File: src/rtl/ssp_sample_framer.sv
// ---------------------------------------------------------------------------
// ssp_sample_framer
//
// Buffers 8-bit samples from the active mode module in a small FIFO and
// serialises them MSB-first onto the SSP pins toward the ARM. All timing is
// derived from the single fabric clock ck_1356meg.
//
// Ports
//   ck_1356meg    in   fabric clock, rising edge
//   reset         in   asynchronous, active-high reset
//   enable        in   1 = may start new bytes; 0 = finish byte, then idle
//   flush         in   synchronous FIFO clear (byte in flight completes)
//   sample_data   in   [7:0] sample to queue
//   sample_valid  in   sample_data valid this cycle
//   sample_ready  out  FIFO not full
//   overflow_clr  in   clears the sticky overflow flag
//   overflow      out  sticky: a sample was offered while not ready
//   fifo_level    out  [$clog2(DEPTH):0] current FIFO occupancy
//   busy          out  a byte is being shifted out
//   ssp_clk       out  serial clock, high for the first half of each bit
//   ssp_frame     out  high during the bit-7 period of each byte
//   ssp_din       out  serial data, MSB first
// ---------------------------------------------------------------------------
module ssp_sample_framer #(
   parameter int DEPTH   = 16,  // power of two, >= 2
   parameter int CLK_DIV = 8    // even, >= 2
) (
   input  logic                     ck_1356meg,
   input  logic                     reset,
   input  logic                     enable,
   input  logic                     flush,
   input  logic [7:0]               sample_data,
   input  logic                     sample_valid,
   output logic                     sample_ready,
   input  logic                     overflow_clr,
   output logic                     overflow,
   output logic [$clog2(DEPTH):0]   fifo_level,
   output logic                     busy,
   output logic                     ssp_clk,
   output logic                     ssp_frame,
   output logic                     ssp_din
);

   localparam int AW = $clog2(DEPTH);
   localparam int LW = AW + 1;
   localparam int DW = $clog2(CLK_DIV);

   localparam logic [LW-1:0] LEVEL_FULL = LW'(DEPTH);
   localparam logic [DW-1:0] DIV_LAST   = DW'(CLK_DIV - 1);      // edge that begins the next bit
   localparam logic [DW-1:0] DIV_HALF   = DW'(CLK_DIV / 2 - 1);  // edge that drops ssp_clk

   typedef enum logic {
      ST_IDLE  = 1'b0,
      ST_SHIFT = 1'b1
   } state_e;

   // ------------------------------------------------------------------------
   // FIFO storage and bookkeeping
   // ------------------------------------------------------------------------
   logic [7:0]    mem [DEPTH];
   logic [AW-1:0] wr_ptr_q, wr_ptr_d;
   logic [AW-1:0] rd_ptr_q, rd_ptr_d;
   logic [LW-1:0] level_q,  level_d;
   logic          overflow_q, overflow_d;

   logic          push;
   logic          drop;
   logic          pop;
   logic [7:0]    rd_data;

   // ------------------------------------------------------------------------
   // Serialiser state
   // ------------------------------------------------------------------------
   state_e        state_q;
   logic [DW-1:0] div_cnt_q;
   logic [3:0]    bit_cnt_q;   // next bit to present; bit 3 set = all 8 bits presented
   logic [7:0]    shift_q;
   logic          ssp_clk_q;
   logic          ssp_frame_q;
   logic          ssp_din_q;
   logic          busy_q;

   assign sample_ready = (level_q != LEVEL_FULL);
   assign push         = sample_valid &&  sample_ready;
   assign drop         = sample_valid && !sample_ready;
   assign rd_data      = mem[rd_ptr_q];

   // A new byte is taken either from idle or exactly at the boundary that
   // ends bit 0 of the current byte, so consecutive bytes run without a gap.
   assign pop = enable && (level_q != '0) &&
                ((state_q == ST_IDLE) ||
                 (div_cnt_q == DIV_LAST && bit_cnt_q[3]));

   // NOTE: every signal assigned in an always_comb gets a default first, so no
   // path through the block leaves it unassigned and no latch is inferred.
   always_comb begin
      wr_ptr_d   = wr_ptr_q;
      rd_ptr_d   = rd_ptr_q;
      level_d    = level_q;
      overflow_d = overflow_q;

      if (flush) begin
         // Flush discards everything queued, including a same-cycle push.
         rd_ptr_d = wr_ptr_q;
         level_d  = '0;
      end else begin
         if (push) wr_ptr_d = wr_ptr_q + AW'(1);
         if (pop)  rd_ptr_d = rd_ptr_q + AW'(1);
         unique case ({push, pop})
            2'b10:   level_d = level_q + LW'(1);
            2'b01:   level_d = level_q - LW'(1);
            default: level_d = level_q;
         endcase
      end

      // Set has priority over clear.
      if (drop)              overflow_d = 1'b1;
      else if (overflow_clr) overflow_d = 1'b0;
   end

   // NOTE: sequential state uses non-blocking assignments so every register
   // samples the pre-edge values regardless of statement order.
   always_ff @(posedge ck_1356meg or posedge reset) begin
      if (reset) begin
         wr_ptr_q   <= '0;
         rd_ptr_q   <= '0;
         level_q    <= '0;
         overflow_q <= 1'b0;
      end else begin
         wr_ptr_q   <= wr_ptr_d;
         rd_ptr_q   <= rd_ptr_d;
         level_q    <= level_d;
         overflow_q <= overflow_d;
      end
   end

   // NOTE: the sample memory is deliberately not reset; a location is only
   // read after it has been written, and leaving it out of reset lets it map
   // onto plain RAM.
   always_ff @(posedge ck_1356meg) begin
      if (push && !flush) mem[wr_ptr_q] <= sample_data;
   end

   // ------------------------------------------------------------------------
   // Serialiser FSM. Outputs are registered and only change on the edge that
   // raises ssp_clk, except ssp_clk itself which drops mid-period.
   // ------------------------------------------------------------------------
   always_ff @(posedge ck_1356meg or posedge reset) begin
      if (reset) begin
         state_q     <= ST_IDLE;
         div_cnt_q   <= '0;
         bit_cnt_q   <= '0;
         shift_q     <= '0;
         ssp_clk_q   <= 1'b0;
         ssp_frame_q <= 1'b0;
         ssp_din_q   <= 1'b0;
         busy_q      <= 1'b0;
      end else begin
         unique case (state_q)
            ST_IDLE: begin
               if (pop) begin
                  // Load now; preset the divider so the very next edge is a
                  // bit boundary that presents bit 7.
                  state_q   <= ST_SHIFT;
                  shift_q   <= rd_data;
                  bit_cnt_q <= 4'd7;
                  div_cnt_q <= DIV_LAST;
               end
            end

            ST_SHIFT: begin
               if (div_cnt_q == DIV_LAST) begin
                  div_cnt_q <= '0;
                  if (!bit_cnt_q[3]) begin
                     ssp_clk_q   <= 1'b1;
                     ssp_frame_q <= (bit_cnt_q == 4'd7);
                     ssp_din_q   <= shift_q[bit_cnt_q[2:0]];
                     busy_q      <= 1'b1;
                     bit_cnt_q   <= bit_cnt_q - 4'd1;   // 0 wraps to the done marker
                  end else if (pop) begin
                     // Back-to-back: next byte's bit 7 starts on this edge.
                     shift_q     <= rd_data;
                     ssp_clk_q   <= 1'b1;
                     ssp_frame_q <= 1'b1;
                     ssp_din_q   <= rd_data[7];
                     busy_q      <= 1'b1;
                     bit_cnt_q   <= 4'd6;
                  end else begin
                     state_q     <= ST_IDLE;
                     ssp_clk_q   <= 1'b0;
                     ssp_frame_q <= 1'b0;
                     ssp_din_q   <= 1'b0;
                     busy_q      <= 1'b0;
                  end
               end else begin
                  div_cnt_q <= div_cnt_q + DW'(1);
                  if (div_cnt_q == DIV_HALF) ssp_clk_q <= 1'b0;
               end
            end

            default: state_q <= ST_IDLE;
         endcase
      end
   end

   assign overflow   = overflow_q;
   assign fifo_level = level_q;
   assign busy       = busy_q;
   assign ssp_clk    = ssp_clk_q;
   assign ssp_frame  = ssp_frame_q;
   assign ssp_din    = ssp_din_q;

endmodule

File: config.mk
export PLATFORM = sky130hd
export DESIGN_NAME = ssp_sample_framer
export DESIGN_NICKNAME = d
export VERILOG_FILES = /design/src/rtl/ssp_sample_framer.sv
export SDC_FILE = /design/constraint.sdc
export NUM_CORES = 1
export LEC_CHECK = 0
export ABC_AREA = 1
export BUFFER_PORTS_ARGS = -buffer_cell sky130_fd_sc_hd__buf_2
export CAP_MARGIN = 40
export CORE_UTILIZATION = 46
export CTS_CLUSTER_DIAMETER = 80
export CTS_CLUSTER_SIZE = 8
export DETAILED_ROUTE_END_ITERATION = 8
export MAX_ROUTING_LAYER = met4
export PLACE_DENSITY_LB_ADDON = 0.08
export SKIP_CTS_REPAIR_TIMING = 1
export SYNTH_ARGS = -nofsm -noshare
export SYNTH_HDL_FRONTEND = slang
export SYNTH_SLANG_ARGS = --single-unit
export TNS_END_PERCENT = 5
File: constraint.sdc
create_clock -name ck_1356meg -period 2.4 [get_ports ck_1356meg]
set_clock_uncertainty 0.05 [all_clocks]
set_input_delay 0.48 -clock ck_1356meg [delete_from_list [all_inputs] [get_ports ck_1356meg]]
set_output_delay 0.48 -clock ck_1356meg [all_outputs]
set_load 0.01 [all_outputs]
==> results of run 1 <==
cell families after synthesis:
| family | after synthesis | share of synthesized area [%] |
|---|---|---|
| AND/OR/NAND/NOR | 193 | 12.3 |
| flip-flops | 162 | 67.8 |
| AO/OA/AOI/OAI | 152 | 13.5 |
| buffers and inverters | 66 | 3.83 |
| adder cells (fa/ha/maj) | 12 | 2.17 |
| XOR/XNOR | 4 | 0.506 |
routing by layer:
| layer | wire, um | global-route usage (%) | vias up | share of wire [%] |
|---|---|---|---|---|
| met5 | 0 | - | - | 0 |
| met2 | 7520 | 34.4 | 105 | 49 |
| met4 | 333 | 9.28 | 0 | 2.2 |
| met3 | 635 | 3.65 | 22 | 4.1 |
| met1 | 6920 | 27.5 | 2276 | 45 |
| li1 | - | - | 2214 | - |
critical path, stage by stage (launching register included):
cell,delay (ns)
dfrtp_1,0.35
ha_2,0.19
ha_2,0.19
nand2_1,0.06
nand2_1,0.12
nand3_4,0.15
inv_2,0.11
nand2_4,0.07
nor2_1,0.12
nor2_2,0.05
ha_1,0.17
inv_1,0.06
nand2_2,0.07
nand3_2,0.08
nand3b_1,0.08
nand3_1,0.08
nand2_1,0.05
flip-flops by register name, indices dropped and copies added (netlist names):
| name | count |
|---|---|
| bit_cnt_q | 4 |
| busy | 1 |
| div_cnt_q | 3 |
| fifo_level | 5 |
| mem | 128 |
| overflow | 1 |
| rd_ptr_q | 4 |
| shift_q | 8 |
| ssp_clk | 1 |
| ssp_din | 1 |
| ssp_frame | 1 |
| state_q | 1 |
| wr_ptr_q | 4 |
where the power goes:
group | switching, mW | internal, mW
Sequential | 0.103 | 3.20
Combinational | 1.00 | 0.464
Clock | 1.04 | 1.61
Total | 2.14 | 5.27
area by class of cell:
class / instances / share of cell area, %
Sequential cell: 162 / 58.7
Multi-Input combinational cell: 361 / 24.7
Clock buffer: 18 / 5.37
Timing Repair Buffer: 57 / 4.79
Tap cell: 184 / 2.88
Clock inverter: 14 / 1.80
Inverter: 37 / 1.77
metrics by stage:
step | power [mW] | util (%) | worst slack (ns)
4_1_cts | 7.46 | 54.6 | 0.131
2_1_floorplan | 4.27 | - | 0.351
6_report | 7.41 | 54.8 | 0.236
3_3_place_gp | 4.80 | 50.6 | 0.194
5_1_grt | 7.75 | 54.8 | 0.0254
3_5_place_dp | 4.82 | 50.6 | 0.149
how the worst max path moves through the flow:
stage,from,end,cells past startpoint
floorplan,div_cnt_q[0],fifo_level[4],17
global placement,div_cnt_q[0],fifo_level[4],17
detailed placement,div_cnt_q[0],fifo_level[4],17
CTS,div_cnt_q[0],fifo_level[4],17
global route,div_cnt_q[1],fifo_level[4],16
finish,div_cnt_q[0],fifo_level[4],16
placed cells by master, fill, tap and decap left out, drive strengths merged, types with 3 or more instances in the layout:
| cell type | count |
|---|---|
| edfxtp | 128 |
| nor2 | 98 |
| o21ai | 84 |
| nand2 | 66 |
| buf | 56 |
| inv | 38 |
| dfrtp | 34 |
| nand3 | 26 |
| o221ai | 22 |
| clkbuf | 18 |
| o22ai | 13 |
| o211ai | 13 |
| ha | 12 |
| a21oi | 9 |
| clkinv | 9 |
| o21a | 4 |
| xor2 | 4 |
| bufinv | 3 |
==> run_results.csv, run 1 <==
group,metric,value,unit
routing,drtIter0Drc,267,
sta,finalCritPeriodShare,90.2,%
synth,syn_nets,615,
setup_path,setup.worst_path.end_class,"flop",
sta,period_needed,2.16,ns
synth,synth-main-ff-cell,"edfxtp_1",
cts,cts_tree,"done",
setup_path,start_kind,"flop",
routing,avgRoutedWirePerCell,18.5,um
synth,syn-cell-area,6930,um2
hold_path,hold_path_end,"overflow",
layout,instances_no_fill,833,
sta,fmax,0.462,GHz
synth,syn_inst,589,
layout,fill_cells,1245,
routing,drtAntennaViolNets,0,
setup_path,rr_worst_depth,16,
hold_path,hold_depth,2,
setup_path,cp_max_fo,6,
synth,synth_edf_count,128,
hold_path,hold_start,"overflow_clr",
cts,cts_sinks,162,
layout,num_antenna_cells,0,
synth,netlist.area_leader.share,55.5,%
routing,viasPerCell,5.54,
die,initial_utilization,47.5,%
synth,syn_area_per_cell,11.8,um2
cts,clk_pin_slew,0.06,ns
die,core_area,14600,um2
routing,firstDrtPassIters,4,
placement,placed_cell_area,7390,um2
setup_path,worstPathArrival,2.43,ns
global_route,grt_start_max_net_pins,47,
global_route,track_usage,21.7,%
global_route,antenna_found_initial,0,
global_route,grt_pass1_vias,4589,
routing,vias,4617,
die,fp.dieH,125,um
placement,gp_congestion,0.839,
setup_path,crit_required,2.66,ns
placement,dpl.hpwl,9.88,mm
layout,design_area,8000,um2
routing,post-route-drc-count,0,
setup_path,path_class,"flop to flop",
synth,synth_area_leaders,"edfxtp_1 (55%), dfrtp_1 (12%), o21ai_0 (5.6%)",
die,row_count,44,
sta,worstMarginPinSlew,0.597,ns
layout,drive_gt1_share,15.9,%
sta,hold_viol,0,
global_route,grt_pass1_wl,24.6,mm
cts,clk_latency,0.42,ns
sta,slew_headroom,60.2,%
power,power.density,926,nW/um2
die,io_pins,25,
status,status,"finished clean",
placement,numPortBuffers,24,
synth,yosysMostFrequentCell,"edfxtp_1",
sta,rsz0062_at_grt,"no",
routing,wirelength,15.4,mm
setup_path,regToRegStartpoint,"div_cnt_q[0]",
layout,area_delta_synth_final,15.4,%
hold_path,holdCritPathClass,"input port to flop",
power,ir_drop,550,uV
synth,synthArstFlopShare,21.0,%
synth,yosysTopAreaCell,"edfxtp_1",
sta,timing.hold.ws,0.198,ns
die,die_width,125,um
setup_path,rrSetupSlack,0.24,ns
setup_path,rr_endpoint,"fifo_level[4]",
cts,htreeDepth,4,
run,cap_violations,0,
die,dieArea,15600,um2
sta,slew_viol_final,0,
placement,place_inst,797,
global_route,grt-ovfl-total,0,
synth,ys_seq_elements,162,
sta,tns,0,ns
power,leakage,3.02,nW
synth,ys_types,35,
layout,num-nets-final,662,
synth,synth_common_cells,"edfxtp_1 (128), nor2_1 (92), o21ai_0 (77), nand2_1 (61)",
cts,cts_root_buf,"clkbuf_16",
synth,ys_seq_area_share,67.8,%
layout,multi_input_area,1970,um2
cts,cts_buffer_depth,2,
sta,setup_viol,0,
layout,seq_area,4700,um2
cts,numCtsBuffers,17,
synth,yosysWarningCount,0,
(Power assumes the default switching activity.)
==> run 2: changes to the inputs <==
- BUFFER_PORTS_ARGS: -buffer_cell sky130_fd_sc_hd__buf_2 -> default
- DONT_BUFFER_PORTS: default -> 1
==> run 2 against run 1 <==
Net effect: via count shrank 2.2%; critical path depth is the same; highest routed layer unchanged; sequential power is essentially flat; largest cell class unchanged; final area shrank 0.59%; combinational power shrank 5%; register-to-register slack lost 0.03 ns; sequential share of layout area grew 0.35 points; maximum frequency shrank 1.3%; worst setup slack lost 0.028 ns.
==> run_results.csv, run 2 (synthesis results as in run 1) <==
group,metric,value,unit
hold_path,hold_depth,0,
sta,rsz0062_at_grt,"no",
placement,place_inst,773,
layout,layout_commonest_cell,"edfxtp_1",
die,die_width,125,um
routing,vias,4517,
power,total_power,7.73,mW
routing,drtAntennaViolNets,0,
placement,place_ws,0.164,ns
layout,area_delta_synth_final,14.7,%
power,leakage,2.96,nW
global_route,grt_pass1_vias,4472,
global_route,track_usage,21.8,%
sta,timing.hold.ws,0.0949,ns
die,fp.dieH,125,um
placement,numPortBuffers,0,
sta,worstMarginPinSlew,0.560,ns
layout,drive_gt1_share,12.8,%
cts,clk_latency,0.43,ns
placement,dpl.hpwl,9.79,mm
cts,numCtsBuffers,17,
placement,gp_congestion,0.883,
sta,fin_ws,0.208,ns
routing,avgRoutedWirePerCell,18.9,um
routing,wl_met1,6.88,mm
sta,slew_viol_final,0,
routing,routed.top_layer,"met4",
cts,cts_buffer_depth,2,
layout,instances_no_fill,807,
global_route,grt-ovfl-total,0,
status,status,"finished clean",
layout,fill_cells,1231,
layout,design_area,7950,um2
layout,num_antenna_cells,0,
cts,cts_root_buf,"clkbuf_16",
setup_path,worstPathArrival,2.46,ns
routing,firstDrtPassIters,5,
sta,fmax,0.456,GHz
routing,viasPerCell,5.60,
cts,clk_pin_slew,0.06,ns
hold_path,holdCritPathClass,"input port to flop",
setup_path,critPathTopFamily,"simple AND/OR/NAND/NOR gates",
die,core_area,14600,um2
power,ir_drop,567,uV
cts,cts_tree,"done",
global_route,grt_start_max_net_pins,43,
setup_path,rrSetupSlack,0.21,ns
routing,drtIter0Drc,294,
global_route,grt_pass1_wl,24.5,mm
run,cap_violations,0,
setup_path,cp_slowest_stage_delay,0.36,ns
routing,wl_met2,7.60,mm
sta,setup_viol,0,
setup_path,crit_required,2.67,ns
sta,hold_viol,0,
power,power.density,972,nW/um2
setup_path,rr_worst_depth,16,
setup_path,start_kind,"flop",
die,io_pins,25,
routing,wirelength,15.3,mm
die,initial_utilization,47.5,%
die,dieArea,15600,um2
setup_path,crit_chain,"ha_1 -> ha_2 -> nand2_1 -> nand2_1 -> nand3_4 -> inv_2 -> nand2_4 -> nor2_1 -> nor2_2 -> ha_1 -> inv_1 -> nand2_2 -> nand3_2 -> nand3b_1 -> nand3_1 -> nand2_1",
routing,routed-wl-met3,515,um
layout,layout_common_cells,"edfxtp_1 (128), nor2_1 (92), o21ai_0 (77), nand2_1 (61), inv_1 (34)",
setup_path,cp_max_fo,6,
setup_path,path_class,"flop to flop",
global_route,antenna_found_initial,0,
layout,regMostFlops,"mem",
sta,period_needed,2.19,ns
setup_path,crit_path_frequent_cell,"nand2_1",
sta,slew_headroom,62.7,%
layout,utilization,54.5,%
layout,num-nets-final,636,
routing,post-route-drc-count,0,
setup_path,crit_slowest_cell,"dfrtp_1",
cts,cts_sinks,162,
layout,largest_register_ff_count,128,
die,row_count,44,
cts,htreeDepth,4,
setup_path,crit_buf_inv,2,
sta,finalCritPeriodShare,91.3,%
sta,tns,0,ns
placement,placed_cell_area,7270,um2
setup_path,setup.worst_path.end_class,"flop",
setup_path,cp.depth,16,
## run 2: cell count changes in the layout (fill, tap and decap cells not counted)
cell | previous run | this run
clkinv_1 | 6 | 2
bufinv_16 | 3 | 6
buf_2 | 24 | 0
buf_4 | 31 | 29
inv_8 | 0 | 1
clkinv_4 | 0 | 1
clkinv_2 | 3 | 2
ha_1 | 10 | 11
ha_2 | 2 | 1
## run 2: power breakdown
group	switching, mW	total (mW)	internal (mW)	leakage, nW
registers	0.104	3.30	3.20	1.57
logic	0.953	1.40	0.447	1.06
clock network	1.08	3.03	1.95	0.321
total	2.13	7.73	5.59	2.96
## run 2: final timing paths
kind	to	start
worst max-delay path	fifo_level[4]	div_cnt_q[0]
worst min-delay path	mem[2][5]	sample_data[5]
worst max register to register	fifo_level[4]	div_cnt_q[0]
worst min register to register	shift_q[6]	shift_q[6]
max in group asynchronous	ssp_frame	reset
min in group asynchronous	fifo_level[4]	reset
## run 2: worst register-to-register path, cell delays in order (launching register included)
cell	delay, ns
dfrtp_1	0.36
ha_1	0.18
ha_2	0.20
nand2_1	0.06
nand2_1	0.12
nand3_4	0.14
inv_2	0.11
nand2_4	0.07
nor2_1	0.12
nor2_2	0.05
ha_1	0.17
inv_1	0.06
nand2_2	0.07
nand3_2	0.09
nand3b_1	0.10
nand3_1	0.10
nand2_1	0.05
## run 2: metal layers
layer	vias up	GRT usage [%]
met5	-	-
met4	0	8.15
met3	23	4.55
met2	91	34.8
met1	2234	27.3
li1	2169	-
## run 2: final cells by class
type                    instances  area, um2  area share [%]
multi-input cells             361       1970            24.8
clock buffers                  18        429            5.40
clock inverters                14        234            2.94
well taps                     184        230            2.90
flip-flops and latches        162       4700            59.1
repair buffers                 31        248            3.12
inverters                      37        141            1.78
